[src/rtl/axi_master_write_pkg.sv]
// Shared types and constants for the single-burst AXI write master.
// Holds FSM states, AXI response/burst encodings and bus widths.
package axi_master_write_pkg;

  localparam int unsigned ADDR_W = 32;
  localparam int unsigned DATA_W = 32;
  localparam int unsigned ID_W   = 12;
  localparam int unsigned STRB_W = DATA_W / 8;
  localparam int unsigned LEN_W  = 8;

  typedef enum logic [1:0] {
    StIdle,
    StXfer,
    StResp
  } state_e;

  localparam logic [1:0] AXI_RESP_OKAY   = 2'b00;
  localparam logic [1:0] AXI_RESP_EXOKAY = 2'b01;
  localparam logic [1:0] AXI_RESP_SLVERR = 2'b10;
  localparam logic [1:0] AXI_RESP_DECERR = 2'b11;

  localparam logic [1:0] BURST_FIXED = 2'b00;
  localparam logic [1:0] BURST_INCR  = 2'b01;
  localparam logic [1:0] BURST_WRAP  = 2'b10;

  // A response carrying someone else's ID is reported as a slave error.
  function automatic logic [1:0] resolve_resp(input logic [1:0]      bresp,
                                              input logic [ID_W-1:0] bid,
                                              input logic [ID_W-1:0] id);
    return (bid != id) ? AXI_RESP_SLVERR : bresp;
  endfunction

endpackage

[src/rtl/axi_master_write.sv]
// AXI write master: one command in, one AW, len+1 W beats streamed straight from the
// user port, then one B response reported as a done pulse.
module axi_master_write
  import axi_master_write_pkg::*;
(
  input  logic              clk,
  input  logic              rst,

  input  logic              cmd_valid,
  output logic              cmd_ready,
  input  logic [ADDR_W-1:0] cmd_addr,
  input  logic [LEN_W-1:0]  cmd_len,
  input  logic [2:0]        cmd_size,
  input  logic [1:0]        cmd_burst,
  input  logic [ID_W-1:0]   cmd_id,

  input  logic [DATA_W-1:0] wr_data,
  input  logic [STRB_W-1:0] wr_strb,
  input  logic              wr_valid,
  output logic              wr_ready,

  output logic              m_axi_awvalid,
  input  logic              m_axi_awready,
  output logic [ADDR_W-1:0] m_axi_awaddr,
  output logic [LEN_W-1:0]  m_axi_awlen,
  output logic [2:0]        m_axi_awsize,
  output logic [1:0]        m_axi_awburst,
  output logic [ID_W-1:0]   m_axi_awid,

  output logic              m_axi_wvalid,
  input  logic              m_axi_wready,
  output logic [DATA_W-1:0] m_axi_wdata,
  output logic [STRB_W-1:0] m_axi_wstrb,
  output logic              m_axi_wlast,
  output logic [ID_W-1:0]   m_axi_wid,

  input  logic              m_axi_bvalid,
  output logic              m_axi_bready,
  input  logic [1:0]        m_axi_bresp,
  input  logic [ID_W-1:0]   m_axi_bid,

  output logic              done,
  output logic [1:0]        done_resp,
  output logic [ID_W-1:0]   done_id,
  output logic              busy
);

  state_e            state_q;
  logic              aw_pending_q;
  logic              w_open_q;
  logic              cmd_ready_q;
  logic              bready_q;
  logic              busy_q;
  logic              done_q;
  logic [1:0]        done_resp_q;
  logic [ID_W-1:0]   done_id_q;
  logic [ADDR_W-1:0] addr_q;
  logic [LEN_W-1:0]  len_q;
  logic [2:0]        size_q;
  logic [1:0]        burst_q;
  logic [ID_W-1:0]   id_q;
  logic [LEN_W-1:0]  beat_q;

  logic cmd_acc;
  logic aw_hs;
  logic w_hs;
  logic last_hs;
  logic aw_done;
  logic w_done;

  assign cmd_acc = cmd_valid & cmd_ready_q;
  assign aw_hs   = aw_pending_q & m_axi_awready;
  assign w_hs    = m_axi_wvalid & m_axi_wready;
  assign last_hs = w_hs & m_axi_wlast;
  // Either channel may finish first; a channel already finished counts as done.
  assign aw_done = ~aw_pending_q | aw_hs;
  assign w_done  = ~w_open_q | last_hs;

  assign cmd_ready     = cmd_ready_q;
  assign busy          = busy_q;
  assign done          = done_q;
  assign done_resp     = done_resp_q;
  assign done_id       = done_id_q;

  assign m_axi_awvalid = aw_pending_q;
  assign m_axi_awaddr  = addr_q;
  assign m_axi_awlen   = len_q;
  assign m_axi_awsize  = size_q;
  assign m_axi_awburst = burst_q;
  assign m_axi_awid    = id_q;

  // Zero-latency pass-through: no skid buffer between the user stream and W.
  assign m_axi_wvalid  = wr_valid & w_open_q;
  assign wr_ready      = m_axi_wready & w_open_q;
  assign m_axi_wdata   = wr_data;
  assign m_axi_wstrb   = wr_strb;
  assign m_axi_wlast   = (beat_q == len_q);
  assign m_axi_wid     = id_q;

  assign m_axi_bready  = bready_q;

  always_ff @(posedge clk) begin
    if (rst) begin
      state_q      <= StIdle;
      aw_pending_q <= 1'b0;
      w_open_q     <= 1'b0;
      cmd_ready_q  <= 1'b1;
      bready_q     <= 1'b0;
      busy_q       <= 1'b0;
      done_q       <= 1'b0;
      done_resp_q  <= AXI_RESP_OKAY;
      done_id_q    <= '0;
      addr_q       <= '0;
      len_q        <= '0;
      size_q       <= '0;
      burst_q      <= '0;
      id_q         <= '0;
      beat_q       <= '0;
    end else begin
      done_q <= 1'b0;
      unique case (state_q)
        StIdle: begin
          // Re-opens one cycle after a completion so done never overlaps acceptance.
          cmd_ready_q <= 1'b1;
          if (cmd_acc) begin
            addr_q       <= cmd_addr;
            len_q        <= cmd_len;
            size_q       <= cmd_size;
            burst_q      <= cmd_burst;
            id_q         <= cmd_id;
            beat_q       <= '0;
            aw_pending_q <= 1'b1;
            w_open_q     <= 1'b1;
            cmd_ready_q  <= 1'b0;
            busy_q       <= 1'b1;
            state_q      <= StXfer;
          end
        end
        StXfer: begin
          if (aw_hs) begin
            aw_pending_q <= 1'b0;
          end
          if (last_hs) begin
            w_open_q <= 1'b0;
          end else if (w_hs) begin
            beat_q <= beat_q + 8'd1;
          end
          if (aw_done && w_done) begin
            bready_q <= 1'b1;
            state_q  <= StResp;
          end
        end
        StResp: begin
          if (m_axi_bvalid) begin
            done_resp_q <= resolve_resp(m_axi_bresp, m_axi_bid, id_q);
            done_id_q   <= m_axi_bid;
            done_q      <= 1'b1;
            bready_q    <= 1'b0;
            busy_q      <= 1'b0;
            state_q     <= StIdle;
          end
        end
        default: begin
          state_q <= StIdle;
        end
      endcase
    end
  end

endmodule

[config.mk]
export PLATFORM = sky130hd
export DESIGN_NAME = axi_master_write
export DESIGN_NICKNAME = d
export VERILOG_FILES = /design/src/rtl/axi_master_write_pkg.sv /design/src/rtl/axi_master_write.sv
export SDC_FILE = /design/constraint.sdc
export NUM_CORES = 1
export LEC_CHECK = 0
export ABC_AREA = 1
export BUFFER_PORTS_ARGS = -buffer_cell sky130_fd_sc_hd__buf_2
export CORE_ASPECT_RATIO = 0.9
export CORE_UTILIZATION = 45
export DETAILED_ROUTE_END_ITERATION = 12
export GPL_TIMING_DRIVEN = 0
export PLACE_DENSITY = 0.83
export SYNTH_ARGS = -nofsm -noshare
export SYNTH_HDL_FRONTEND = slang
export SYNTH_SLANG_ARGS = --single-unit
export TNS_END_PERCENT = 1
[constraint.sdc]
create_clock -name clk -period 1.9 [get_ports clk]
set_input_delay 0.38 -clock clk [delete_from_list [all_inputs] [get_ports clk]]
set_output_delay 0.38 -clock clk [all_outputs]
set_load 0.01 [all_outputs]
* Word level (Yosys, flattened, before mapping)
Index checks and enable logic that the tools add are counted.
Widths: inputs -> output; s select.
** Operators by class
- Muxes and demuxes :: 20
- Bitwise gates (word level) :: 11
- Reductions and logical operators :: 14
- Add/subtract/negate cells :: 1
- Equal/unequal tests :: 11
** Operator list (number)
- $mux 8 :: 3
- $pmux 8 s2 :: 1
- $reduce_and 3->1 :: 5
- $ne 2x2->1 const B :: 7
- $ne 12x12->1 :: 1
- $add 8x1->8 const B :: 1
- $eq 8x8->1 :: 1
- $mux 2 :: 4
- $pmux 1 s2 :: 4
- $mux 1 :: 7
- $and 1x1->1 :: 6
- $pmux 2 s3 :: 1
- $reduce_bool 2->1 :: 3
- $reduce_and 2->1 :: 2
- $reduce_and 4->1 :: 1
- $not 1->1 :: 3
- $eq 2x1->1 const B :: 1
- $eq 2x2->1 const B :: 1
- $logic_not 2->1 :: 1
- $or 1x1->1 :: 2
- $reduce_or 2->1 :: 1
- $logic_and 1x1->1 :: 1
** Word-level totals
- Register bits after elaboration :: 87
- Output and inout port bits :: 127
- Bits of input ports :: 114
- Logic and storage cells :: 72

* Longest topological paths before layout
- Depth after elaboration :: 7
- Gate-level depth with buffers :: 10
- Depth with buffers taken out :: 10

* Worst setup path before layout
Ideal clock, no wire load.
- Path type :: register to output
- Start point :: register len_q[6], in the netlist m_axi_awlen[6]
- End point :: output port m_axi_wlast
- Buffers on the path :: 0
- Stages on the path, launching flop included :: 6
- Required time :: 1.520 ns
- Slack :: 0.606 ns
- Data arrival time :: 0.914 ns
- Cells stage by stage :: dfxtp_1 > xnor2_1 > nand2_1 > nor2_1 > nand2_2 > inv_1
** Between the ends
- Cells in the longest elaborated chain, start to end :: 1
** Ends and longest elaborated chain
- from (decl) :: line axi_master_write.sv:58 : logic [LEN_W-1:0] len_q;
- from (signal assigned) :: line axi_master_write.sv:127 : len_q <= cmd_len;
- $eq 8x8->1 :: line axi_master_write.sv:97 : assign m_axi_wlast = (beat_q == len_q);
- to (decl) :: line axi_master_write.sv:34 : output logic m_axi_wlast,
No other way between the ends.

* Final worst setup path
Ends and elaborated chain as after synthesis.

==> results_tabular.tex <==
\begin{tabular}{lr}
\hline
Metric & Value \\
\hline
\multicolumn{2}{l}{\textbf{Critical path}} \\
\quad Critical path data arrival time & 1.41 ns \\
\quad Largest fanout on the critical path & 3 \\
\quad Required time of the critical path & 1.52 ns \\
\quad Critical path launch point type & flop \\
\quad Number of cells traversed by the worst register-to-register path & 6 \\
\quad Highest-delay cell along the critical path & sky130\_fd\_sc\_hd\_\_dfxtp\_1 \\
\quad Setup slack of the most critical reg-to-reg path & 0.51 ns \\
\quad Worst Setup End Kind & output port \\
\quad Setup Crit Path Kind & flop to output port \\
\quad Critical path, cell by cell & xnor2\_1 -> nand2\_1 -> nor2\_2 -> nand2\_2 -> inv\_1 -> buf\_2 \\
\quad Max incr delay on CP & 0.39 ns \\
\multicolumn{2}{l}{\textbf{Placed design}} \\
\quad Detailed placement HPWL & 8440 um \\
\quad Count of port buffers added during placement & 203 \\
\quad Placement-stage worst setup slack & 0.419 ns \\
\quad Number of instances in the placed design & 831 \\
\quad Final weighted congestion in routability-driven placement & 0.853 \\
\multicolumn{2}{l}{\textbf{Layout}} \\
\quad Post-layout nets & 842 \\
\quad Sequential standard cell area & 1750 um2 \\
\quad Ant. Diodes & 0 \\
\quad Area used by multi-input combinational logic & 1580 um2 \\
\quad Filler-free cell count of the finished design & 845 \\
\quad Layout cell share with drive strength beyond 1 & 41.5\% \\
\quad Fillers & 759 \\
\quad Synth-to-Final Area Change & 34.8\% \\
\multicolumn{2}{l}{\textbf{STA}} \\
\quad Top achievable clock speed & 0.558 GHz \\
\quad Final Worst Setup Slack & 0.109 ns \\
\quad Summed negative setup slack over all endpoints & 0 ns \\
\quad RSZ-0062 raised after global routing & false \\
\quad Final Hold Violating Endpoints & 0 \\
\quad Number of max-slew violations in the final report & 0 \\
\quad Final-report setup violation count & 0 \\
\quad Max-slew headroom & 67.7\% \\
\quad Slew @ Worst Pin & 0.484 ns \\
\quad Ratio of final minimum period to clock period & 94.3\% \\
\quad Final critical delay including setup and external delays & 1.79 ns \\
\quad Worst-case clock skew & 0.00686 ns \\
\multicolumn{2}{l}{\textbf{Clocking}} \\
\quad Clock tree buffer depth & 2 \\
\quad Hold buffer count at CTS & 0 \\
\quad Post-cts sizing count & 0 \\
\quad H-tree level count & 3 \\
\quad Clock sink count & 87 \\
\quad CTS tree & yes \\
\quad Skew-Pair Late Insertion Delay & 0.34 ns \\
\quad Clock transition at the register clock pins on the worst setup and hold paths after CTS & 0.08 ns \\
\quad Post-CTS Setup Repair Bufs & 0 \\
\quad Number of buffers inserted during clock tree synthesis & 9 \\
\quad Clock tree root buffer cell & sky130\_fd\_sc\_hd\_\_clkbuf\_8 \\
\multicolumn{2}{l}{\textbf{Die}} \\
\quad Die Y-Extent & 90.3 um \\
\quad Total Die Area & 9040 um2 \\
\quad Core box area & 8220 um2 \\
\quad Die Width & 100 um \\
\quad Effective utilization at floorplan & 47.4\% \\
\quad Number of placement rows & 31 \\
\quad Number of top-level pins & 241 \\
\multicolumn{2}{l}{\textbf{Drt}} \\
\quad Violation count after the first detailed-routing iteration & 105 \\
\quad Total vias in the final route & 3983 \\
\quad Final WL & 10600 um \\
\quad Per-cell via count in the routed design & 4.71 \\
\quad Number of routed nets with antenna violations & 0 \\
\quad Detail-routed net length per standard cell & 12.6 um \\
\quad DRC & 0 \\
\quad Detailed-router iteration count before antenna repair & 4 \\
\multicolumn{2}{l}{\textbf{Power}} \\
\quad Register share of total power & 48.4\% \\
\quad Internal power component & 3.02 mW \\
\quad Leak Pwr & 2.92 nW \\
\quad Worst vdd ir & 451 uV \\
\quad Switching share of power & 29.3\% \\
\quad Pwr per Cell Area & 814 nW/um2 \\
\quad Clock power frac & 28.8\% \\
\quad Switching component of the power & 1.25 mW \\
\quad Power share of the combinational group & 22.8\% \\
\multicolumn{2}{l}{\textbf{Synth}} \\
\quad Leading register cell type out of synthesis & sky130\_fd\_sc\_hd\_\_dfxtp\_1 \\
\quad Avg Synthesized Cell Area & 7.60 um2 \\
\quad Sequential share of the synthesized area & 44.7\% \\
\quad Most frequently used cell type in the post-synthesis netlist & sky130\_fd\_sc\_hd\_\_nand2\_1 \\
\quad Nets in the synthesized netlist & 628 \\
\quad Share of synthesized registers carrying an async set or reset & 0\% \\
\quad Most used standard cells in the synthesized netlist & sky130\_fd\_sc\_hd\_\_nand2\_1 (179), sky130\_fd\_sc\_hd\_\_dfxtp\_1 (87), sky130\_fd\_sc\_hd\_\_nand3\_1 (81) \\
\quad Main area contributors after synthesis & sky130\_fd\_sc\_hd\_\_dfxtp\_1 (45\%), sky130\_fd\_sc\_hd\_\_nand2\_1 (17\%), sky130\_fd\_sc\_hd\_\_nand3\_1 (10\%) \\
\quad Count of flip-flops with a built-in enable after synthesis & 0 \\
\quad Largest area contributor in the synthesized netlist & sky130\_fd\_sc\_hd\_\_dfxtp\_1 \\
\quad Area of the mapped netlist & 3900 um2 \\
\quad Warning count from the yosys run & 0 \\
\quad Number of synthesized register bits & 87 \\
\quad Count of mapped cells out of synthesis & 513 \\
\quad Post-synthesis cell type count & 26 \\
\quad Area share of the leading cell type in the synthesized netlist & 44.7\% \\
\multicolumn{2}{l}{\textbf{Global route}} \\
\quad Pin count of the biggest net entering global routing & 14 \\
\quad Total routing usage reported by global routing & 23.1\% \\
\quad Wire length of the first global-routing pass & 16600 um \\
\quad Total global routing overflow & 0 \\
\quad Vias in the first global route & 3644 \\
\quad Antenna violations before repair & 0 \\
\multicolumn{2}{l}{\textbf{Run}} \\
\quad Number of violations of the max-capacitance limit & 0 \\
\multicolumn{2}{l}{\textbf{Min path}} \\
\quad Hold Path Depth & 3 \\
\quad Type of the worst min-delay path & input port to flop \\
\multicolumn{2}{l}{\textbf{Outcome}} \\
\quad Run status & completed \\
\hline
\end{tabular}
-- power by group through the flow --
stage	combinational [mW]	sequential, mW	clock, mW
4_1_cts	0.978	2.07	1.26
3_3_place_gp	0.953	2.10	0
2_1_floorplan	0.517	2.16	0
5_1_grt	1.07	2.09	1.34
3_5_place_dp	0.976	2.11	0
6_report	0.976	2.07	1.23
-- cell usage in the layout, fill, tap and decap left out --
master / n
sky130_fd_sc_hd__inv_2: 3
sky130_fd_sc_hd__nand4_1: 1
sky130_fd_sc_hd__buf_6: 5
sky130_fd_sc_hd__inv_1: 17
sky130_fd_sc_hd__nand2_1: 179
sky130_fd_sc_hd__clkinvlp_4: 1
sky130_fd_sc_hd__o21ai_0: 6
sky130_fd_sc_hd__nand3_2: 1
sky130_fd_sc_hd__buf_4: 49
sky130_fd_sc_hd__xor2_1: 9
sky130_fd_sc_hd__a21oi_1: 13
sky130_fd_sc_hd__buf_2: 212
sky130_fd_sc_hd__nor3b_1: 2
sky130_fd_sc_hd__a31oi_1: 1
sky130_fd_sc_hd__nand3_1: 81
sky130_fd_sc_hd__bufinv_16: 1
sky130_fd_sc_hd__xnor2_1: 12
sky130_fd_sc_hd__nand2_2: 2
sky130_fd_sc_hd__inv_4: 1
sky130_fd_sc_hd__nor2_2: 5
sky130_fd_sc_hd__clkbuf_8: 10
sky130_fd_sc_hd__buf_1: 3
sky130_fd_sc_hd__dfxtp_1: 82
sky130_fd_sc_hd__dfxtp_2: 5
sky130_fd_sc_hd__nand2_4: 2
sky130_fd_sc_hd__nor3_1: 5
sky130_fd_sc_hd__nor2_4: 4
sky130_fd_sc_hd__ha_1: 1
sky130_fd_sc_hd__nor2_1: 9
sky130_fd_sc_hd__clkinv_2: 2
sky130_fd_sc_hd__clkbuf_1: 6
-- cell type report --
| cell class | count | area share, % |
|---|---|---|
| sequential | 87 | 33.3 |
| multi-input combinational | 333 | 30.0 |
| timing repair buffer | 203 | 19.3 |
| buffer | 72 | 9.57 |
| tap | 115 | 2.74 |
| clock buffer | 10 | 2.62 |
| inverter | 21 | 1.55 |
| clock inverter | 4 | 0.905 |
-- sequential cells by signal, indices dropped and copies added, names as in the netlist --
name,flops
beat_q,8
busy,1
cmd_ready,1
done,1
done_id,12
done_resp,2
m_axi_awaddr,32
m_axi_awburst,2
m_axi_awid,12
m_axi_awlen,8
m_axi_awsize,3
m_axi_awvalid,1
m_axi_bready,1
state_q,2
w_open_q,1
-- metal layers --
layer / share of wire [%] / vias up / track usage (%)
met5: 0 / - / 0
met4: 1.2 / 0 / 6.76
met3: 6.4 / 12 / 5.65
met2: 51 / 164 / 42.2
met1: 41 / 1805 / 26.2
li1: - / 2002 / -
-- stage by stage --
stage / hold slack (ns) / utilization, % / power [mW] / instance area (um2)
global placement: 0.437 / 61.5 / 3.06 / 5060
global route: 0.198 / 63.9 / 4.50 / 5250
detailed placement: 0.444 / 61.5 / 3.09 / 5060
floorplan: 0.470 / - / 2.68 / 3900
CTS: 0.201 / 63.8 / 4.31 / 5240
finish: 0.221 / 63.9 / 4.28 / 5250
-- logic make-up after synthesis --
family / share of synthesized area [%]
compound gates: 2.60
xor+xnor: 4.72
fa+ha+maj: 0.321
buf+inv: 15.0
flops: 44.7
simple gates: 32.7
-- path summary, 6_finish.rpt --
check | to | from
min reg2reg | m_axi_bready | m_axi_bready
min | m_axi_awburst[1] | cmd_burst[1]
max reg2reg | done_id[9] | state_q[1]
max | m_axi_wlast | m_axi_awlen[6]
-- worst max-delay path: cells and delay by family, from the launching register on --
family / cells / cell delay (ns)
xor+xnor: 1 / 0.15
buf+inv: 2 / 0.18
flops: 1 / 0.39
simple gates: 3 / 0.36
Power figures use the tool's default switching activity.
